## src/rtl/frame_sched_pkg.sv

```systemverilog
// Shared types and constants for the per-frame game-update scheduler.
// Stage indices match the order in which the scheduler starts the update engines.
package frame_sched_pkg;

   typedef enum logic [1:0] {
      IDLE   = 2'd0,
      START  = 2'd1,
      WAIT   = 2'd2,
      COMMIT = 2'd3
   } sched_state_t;

   localparam int STG_PADDLE_L = 0;
   localparam int STG_PADDLE_R = 1;
   localparam int STG_BALL     = 2;
   localparam int STG_SCORE    = 3;

   localparam int DEFAULT_N_STAGES       = 4;
   localparam int DEFAULT_TIMEOUT_CYCLES = 4096;

   function automatic int idx_width(input int n);
      return (n > 1) ? $clog2(n) : 1;
   endfunction

endpackage

```

## src/rtl/sync_edge_det.sv

```systemverilog
// Registers a same-domain active-low strobe and flags its falling edge.
// Pulse is combinational in the cycle the input first reads low; no backpressure.
module sync_edge_det (
   input  logic clk_i,
   input  logic rst_ni,
   input  logic sig_i,
   output logic fall_o
);

   logic sig_q;

   // Resetting high means a line already low at reset release is not a new edge.
   always_ff @(posedge clk_i or negedge rst_ni) begin
      if (!rst_ni) sig_q <= 1'b1;
      else         sig_q <= sig_i;
   end

   assign fall_o = sig_q & ~sig_i;

endmodule

```

## src/rtl/frame_update_sched.sv

```systemverilog
// Sequences the game-update stages once per vsync and commits only when all finish.
// First start 1 cycle after the vsync edge, each next start 1 cycle after done; aborts on overrun/timeout.
module frame_update_sched
   import frame_sched_pkg::*;
#(
   parameter int N_STAGES       = DEFAULT_N_STAGES,
   parameter int TIMEOUT_CYCLES = DEFAULT_TIMEOUT_CYCLES,
   parameter int FRAME_CNT_W    = 16,
   parameter int STAGE_IDX_W    = idx_width(N_STAGES)
) (
   input  logic                   clk_i,
   input  logic                   rst_ni,
   input  logic                   enable_i,
   input  logic                   vsync_i,
   input  logic                   visible_i,
   input  logic [N_STAGES-1:0]    stage_done_i,
   input  logic                   overrun_clr_i,
   output logic [N_STAGES-1:0]    stage_start_o,
   output logic                   busy_o,
   output logic                   frame_commit_o,
   output logic [FRAME_CNT_W-1:0] frame_cnt_o,
   output logic                   overrun_o,
   output logic                   timeout_o,
   output logic [STAGE_IDX_W-1:0] fault_stage_o
);

   localparam int CNT_W = (TIMEOUT_CYCLES > 2) ? $clog2(TIMEOUT_CYCLES) : 1;

   sched_state_t           state_q, state_d;
   logic [STAGE_IDX_W-1:0] idx_q, idx_d;
   logic [CNT_W-1:0]       cnt_q, cnt_d;
   logic [FRAME_CNT_W-1:0] frame_cnt_q, frame_cnt_d;
   logic                   overrun_q, overrun_d;
   logic                   timeout_q, timeout_d;
   logic [STAGE_IDX_W-1:0] fault_q, fault_d;
   logic                   trig;

   sync_edge_det u_vsync_edge (
      .clk_i  (clk_i),
      .rst_ni (rst_ni),
      .sig_i  (vsync_i),
      .fall_o (trig)
   );

   always_comb begin
      state_d     = state_q;
      idx_d       = idx_q;
      cnt_d       = cnt_q;
      frame_cnt_d = frame_cnt_q;
      overrun_d   = overrun_q;
      timeout_d   = timeout_q;
      fault_d     = fault_q;

      // Clear first so an error detected this same cycle overrides it below.
      if (overrun_clr_i) begin
         overrun_d = 1'b0;
         timeout_d = 1'b0;
      end

      case (state_q)
         IDLE: begin
            if (trig && enable_i) begin
               idx_d   = '0;
               state_d = START;
            end
         end
         START: begin
            cnt_d   = '0;
            state_d = WAIT;
         end
         WAIT: begin
            if (visible_i) begin
               overrun_d = 1'b1;
               fault_d   = idx_q;
               state_d   = IDLE;
            end else if (stage_done_i[idx_q]) begin
               if (idx_q == STAGE_IDX_W'(N_STAGES - 1)) begin
                  state_d = COMMIT;
               end else begin
                  idx_d   = idx_q + STAGE_IDX_W'(1);
                  state_d = START;
               end
            end else if (cnt_q == CNT_W'(TIMEOUT_CYCLES - 1)) begin
               timeout_d = 1'b1;
               fault_d   = idx_q;
               state_d   = IDLE;
            end else begin
               cnt_d = cnt_q + CNT_W'(1);
            end
         end
         COMMIT: begin
            frame_cnt_d = frame_cnt_q + FRAME_CNT_W'(1);
            state_d     = IDLE;
         end
         default: state_d = IDLE;
      endcase
   end

   always_ff @(posedge clk_i or negedge rst_ni) begin
      if (!rst_ni) begin
         state_q     <= IDLE;
         idx_q       <= '0;
         cnt_q       <= '0;
         frame_cnt_q <= '0;
         overrun_q   <= 1'b0;
         timeout_q   <= 1'b0;
         fault_q     <= '0;
      end else begin
         state_q     <= state_d;
         idx_q       <= idx_d;
         cnt_q       <= cnt_d;
         frame_cnt_q <= frame_cnt_d;
         overrun_q   <= overrun_d;
         timeout_q   <= timeout_d;
         fault_q     <= fault_d;
      end
   end

   always_comb begin
      stage_start_o = '0;
      if (state_q == START) stage_start_o[idx_q] = 1'b1;
   end

   assign busy_o         = (state_q != IDLE);
   assign frame_commit_o = (state_q == COMMIT);
   assign frame_cnt_o    = frame_cnt_q;
   assign overrun_o      = overrun_q;
   assign timeout_o      = timeout_q;
   assign fault_stage_o  = fault_q;

endmodule
```

## config.mk

```make
export PLATFORM = sky130hd
export DESIGN_NAME = frame_update_sched
export DESIGN_NICKNAME = d
export VERILOG_FILES = /design/src/rtl/frame_sched_pkg.sv /design/src/rtl/sync_edge_det.sv /design/src/rtl/frame_update_sched.sv
export SDC_FILE = /design/constraint.sdc
export NUM_CORES = 1
export LEC_CHECK = 0
export CORE_MARGIN = 3
export CORE_UTILIZATION = 31
export CTS_CLUSTER_DIAMETER = 30
export DETAILED_ROUTE_END_ITERATION = 16
export GPL_TIMING_DRIVEN = 0
export PLACE_DENSITY_LB_ADDON = 0.25
export SYNTH_ARGS = -nofsm -noshare
export SYNTH_HDL_FRONTEND = slang
export SYNTH_SLANG_ARGS = --single-unit
```

## constraint.sdc

```tcl
create_clock -name clk_i -period 2.4 [get_ports clk_i]
set_input_delay 0.36 -clock clk_i [delete_from_list [all_inputs] [get_ports clk_i]]
set_output_delay 0.36 -clock clk_i [all_outputs]
set_load 0.05 [all_outputs]
```

==> metrics.txt <==
Seq pwr share=0.444; Synth area leader=dfrtp_1; PwrDens=742 mW/mm2; vias per inst=5.03; fillers=563; CTS tree=yes; Cell Area, Synth=0.00189 mm2; synth-to-layout area growth=28.9%; asr flop ratio synth=1.00; initial antenna violation count=0; CP required=2.55 ns; H-tree depth=2; Logic pwr share=0.315; Port-buffer cells=35; Core Area=0.00571 mm2; Hold Fails Final Rpt=0; Iter 0 DRT Violations=94; Die Wd=84.0 um; non-filler cells, final=300; Distinct cells, synth=39; main flop type after synthesis=dfrtp_1; Synth area leaders=dfrtp_1, xor2_1, ha_1; Worst Path Arrival=2.46 ns; fmax=433 MHz; number of hold buffers added after CTS=0; RSZ-0062 raised after global routing=no; Final nets=244; Initial Util=0.330; total grt overflow=0; layout cells sized above 1=0.123; antenna cells=0; Crit Path Category=in -> reg; placed inst area=0.00232 mm2; slowest stage cell, crit path=mux4_2; crit path launch type=input pin; Post-Syn Area per Cell=10.2 um2; first-pass iteration count of the detailed router=4; worst-path fanout max=10; DRT Wirelength=4010 um; P_sw=0.645 mW; Core Rows=27; Clock Latency Late Sink=0.28 ns; register area share after synthesis=0.492; GRT Total Usage=0.121; EDFF count, synth=0; max-slew violations=0; DR WL/cell=13.4 um; internal power=1.16 mW; Leakage=1.08 nW; delay-heaviest family, CP=buffers and inverters; via count=1509; worst path buffer plus inverter count=3; Syn Nets=200; global placement routability congestion=0.767; most frequent cells in the layout=dfrtp_1, clkdlybuf4s50_1, nand2_1; top cell type's share of synthesized area=0.478; Synth Warn #=0; Cells after Synth=184; largest stage delay on the critical path=0.54 ns; Final Critical Period=2.31 ns; status=finished, final reports clean; largest net degree at the start of global routing=38; commonest non-fill, non-tap cell in the layout=dfrtp_1; Tightest Pin Transition=0.827 ns; CTS Root Buffer Type=clkbuf_8; Crit. End Element=flip-flop; clk sinks=37; Die Height=84.0 um; Tcrit/Tclk final=0.962; HP Class=in -> async; Antenna Nets Post-Route=0; Max VDD drop=0.487 mV; Placed Cells=291; final setup fails=0; Clk network pwr share=0.241; WHS=0.170 ns; clock buffer depth=2; CTS Buf Count=5; clock transition at the registers of the reported paths=0.07 ns; first-pass GRT wire length=7000 um; critical path cell sequence=clkdlybuf4s50_1 -> mux4_2 -> or3_1 -> buf_2 -> clkbuf_2 -> o311ai_2 -> o41ai_2; worst clock skew=0.00498 ns; Ports=36; Rel. slew slack=0.449; Die ar.=0.00705 mm2; max-cap viol count=0; DP HPWL=2880 um; Switching Fraction=0.358; synthesized flop and latch total=37; Design Area, Final=0.00243 mm2; number of global-route vias before repair=1499; drt drc=0
## synth_stat cells (3+ instances only)
master,number
o41ai_1,3
nand4_1,7
mux2i_1,4
inv_1,6
xnor2_1,6
and3_1,3
o21ai_0,3
or2_2,3
nand2b_1,5
mux2_2,3
ha_1,6
nor2_1,11
nor3_1,6
and2_1,5
nand3_1,12
a21oi_1,4
xor2_1,9
o31ai_1,5
nand2_1,16
clkbuf_1,5
dfrtp_1,36
or4_1,4
## sequential cells by signal, summed over array words and instances, names as in the netlist
name and count:
u_vsync_edge.sig_q 1, fault_stage_o 2, state_q 2, timeout_o 1
idx_q 2, frame_cnt_o 16, overrun_o 1, cnt_q 12
## per-stage QoR
step	setup TNS (ns)	utilization	worst slack, ns	total power, mW
2_1_floorplan	0	-	0.233	1.18
3_3_place_gp	-2.04	0.407	-0.184	1.37
3_5_place_dp	-1.04	0.407	-0.194	1.37
4_1_cts	0	0.422	0.0146	1.81
5_1_grt	0	0.426	0.00487	1.93
6_report	0	0.426	0.0908	1.80
## logic make-up (layout without fill, tap and decap cells)
logic type,count (synthesis),after routing,share of synthesized area
XOR/XNOR,15,15,0.0697
flip-flops,37,37,0.492
multiplexers,8,8,0.0511
buffers and inverters,13,57,0.0265
adder cells (fa/ha/maj),6,6,0.0398
AO/OA/AOI/OAI,23,23,0.0883
AND/OR/NAND/NOR,82,82,0.233
## worst paths after layout
path	from	end	slack (ns)	cells past startpoint
max in group asynchronous	rst_ni	idx_q[0]$_DFFE_PN0P_	1.66	1
setup / recovery	stage_done_i[2]	cnt_q[3]$_DFFE_PN0P_	0.09	7
hold / removal	rst_ni	idx_q[1]$_DFFE_PN0P_	0.17	1
min in group clk_i	frame_cnt_o[15]$_DFFE_PN0P_	frame_cnt_o[15]$_DFFE_PN0P_	0.47	1
hold reg to reg	frame_cnt_o[15]$_DFFE_PN0P_	frame_cnt_o[15]$_DFFE_PN0P_	0.47	1
setup reg to reg	idx_q[0]$_DFFE_PN0P_	cnt_q[3]$_DFFE_PN0P_	0.16	6
## routing by layer
metal / up-vias / wire (um) / global-route usage
met3: 5 / 103 / 0.0296
met2: 20 / 1820 / 0.184
met4: 0 / 49 / 0.0439
met5: - / 0 / 0
li1: 749 / - / -
met1: 735 / 2030 / 0.168
## what timing repair did
action | in CTS | in global routing
buffers inserted | 0 | 2
gates resized for setup | 10 | 12
endpoints found under the setup margin | 5 | 12
## final cells by class
class / instances / area (um2) / area share
sequential: 37 / 928 / 0.382
multi-input combinational: 134 / 931 / 0.383
inverter: 6 / 22.5 / 0.00926
timing repair buffer: 37 / 344 / 0.142
buffer: 7 / 28.8 / 0.0118
tap: 72 / 90.1 / 0.0371
clock buffer: 7 / 86.3 / 0.0355
## power by group through the flow
| stage | Clock [mW] | Sequential (mW) | Combinational [mW] |
|---|---|---|---|
| 2_1_floorplan | 0 | 0.925 | 0.251 |
| 6_report | 0.434 | 0.801 | 0.567 |
| 4_1_cts | 0.453 | 0.806 | 0.555 |
| 5_1_grt | 0.479 | 0.823 | 0.627 |
| 3_3_place_gp | 0 | 0.815 | 0.556 |
| 3_5_place_dp | 0 | 0.817 | 0.557 |
Power figures use the tool's default switching activity.
==> RTL change: new RTL, config.mk and constraints unchanged <==
Set the parameter `FRAME_CNT_W` to 32 (it was 16).
--- a/src/rtl/frame_update_sched.sv
+++ b/src/rtl/frame_update_sched.sv
@@ -5,7 +5,7 @@
 #(
    parameter int N_STAGES       = DEFAULT_N_STAGES,
    parameter int TIMEOUT_CYCLES = DEFAULT_TIMEOUT_CYCLES,
-   parameter int FRAME_CNT_W    = 16,
+   parameter int FRAME_CNT_W    = 32,
    parameter int STAGE_IDX_W    = idx_width(N_STAGES)
 ) (
    input  logic                   clk_i,
Interface: changed (resized frame_cnt_o); port bits go from 36 to 52. The function was not compared with the original's and may differ.
==> RTL change against the original RTL <==
The flow now finishes with violations (negative hold slack). Total power grew 27%. Non-clock buffer count increased by 19. Setup slack better by 0.054 ns. Synthesized area is 41% higher. Sequential cell count rose by 16. Routed wire length increased by 48%. Global-route usage grew 0.29 points. Hold slack worse by 0.17 ns. Synthesized cell count is 42% higher. Cell area increased by 41%. Critical path type is now reg -> reg. Critical endpoint unchanged.
==> RTL change: results (changes against the original RTL) <==
- Tcrit/Tclk final: 0.940 (was 0.962)
- Avg Cell Area, Syn: 10.2 um^2 (about the same)
- First-pass GRT wire length: 10.2 mm (was 7.00 mm)
- DRT iter0 DRCs: 95 (was 94)
- Synth top cells by count: dfrtp_1 (52), nand2_1 (19), inv_1 (18), nand3_1 (18), xor2_1 (18) (was dfrtp_1 (36), nand2_1 (16), nand3_1 (12))
- Synth area leaders: dfrtp_1 (49%), xor2_1 (5.9%), xnor2_1 (4.3%) (was dfrtp_1 (48%), xor2_1 (4.2%), ha_1 (4.0%))
- Fillcell total: 812 (was 563)
- Met2 usage: 0.197 (was 0.184)
- Critical path origin: idx_q[0] (was stage_done_i[2])
- Violated checks: negative hold slack
- Non-clk buf share: 0.170 (was 0.153)
- Sequential area share after synthesis: 0.498 (was 0.492)
- Via density: 4.96 (was 5.03)
- Pre-CTS setup slack: -0.174 ns (was -0.194 ns)
- Vias in the first global route: 2144 (was 1499)
- IO buf count: 51 (was 35)
- Placed Area: 3320 um^2 (was 2320 um^2)
- Resize count post-CTS: 12 (was 10)
- WL/cell: 13.9 um (was 13.4 um)
- Worst Hold Slack: -0.00224 ns (was 0.170 ns)
- Largest net degree at the start of global routing: 35 (was 38)
- Area taken by multi-input logic gates: 1230 um^2 (was 931 um^2)
- Status: finished with violations (was completed)
- Clock Latency Late Sink: 0.31 ns (was 0.28 ns)
- Critical Path AT: 2.44 ns (was 2.46 ns)
- Synth cell types: 41 (was 39)
- Clock Buffer Count: 6 (was 7)
- VDD IR max: 0.000478 V (was 0.000487 V)
- Largest register FFs: 32 (was 16)
- Final Non-Filler Cells: 426 (was 300)
- Fin area: 3420 um^2 (was 2430 um^2)
- M1 wire length: 2.90 mm (was 2.03 mm)
- Die area: 9750 um^2 (was 7050 um^2)
- Syn Nets: 278 (was 200)
- Met3 usage: 0.0241 (was 0.0296)
- Post-layout nets: 336 (was 244)
- Inverter count: 18 (was 6)
- Clock-cell share: 0.0252 (was 0.0355)
- Share of cells above drive strength 1: 0.0903 (was 0.123)
- Clk pin slew, worst setup/hold paths: 0.10 ns (was 0.07 ns)
- Seq. pwr: 0.00110 W (was 0.000801 W)
- Post-placement cell count: 419 (was 291)
- Multi-In Gates: 179 (was 134)
- Grt met1 use: 0.172 (was 0.168)
- Routability cong.: 0.778 (was 0.767)
- Post-DP HPWL: 4.24 mm (was 2.88 mm)
- Leak Pwr: 1.46 nW (was 1.08 nW)
- FFs & Latches: 53 (was 37)
- Gr usage total: 0.124 (was 0.121)
- Slew @ Worst Pin: 0.828 ns (was 0.827 ns)
- Final hold vios: 7 (was 0)
-- RTL change: changes by cell type in the layout (fill, tap and decap cells not counted), moves of 6 or more --
cell             change
dfrtp_1             +16
clkdlybuf4s50_1     +17
nor3_1               +8
xor2_1               +9
nand3_1              +6
inv_1               +12
xnor2_1              +7
-- RTL change: logic make-up (layout without fill, tap and decap cells) --
| family | after synthesis | in the layout | synth area share |
|---|---|---|---|
| AND/OR/NAND/NOR | 106 | 106 | 0.218 |
| flip-flops | 53 | 53 | 0.498 |
| XOR/XNOR | 31 | 31 | 0.102 |
| buffers and inverters | 30 | 89 | 0.0441 |
| AO/OA/AOI/OAI | 27 | 27 | 0.0699 |
| multiplexers | 9 | 9 | 0.0399 |
| adder cells (fa/ha/maj) | 6 | 6 | 0.0282 |
-- RTL change: critical path: stages, from the launching register on --
cell	delay [ns]
dfrtp_2	0.45
mux4_2	0.59
or3_1	0.32
buf_2	0.17
buf_2	0.20
o311ai_1	0.29
o31ai_1	0.11
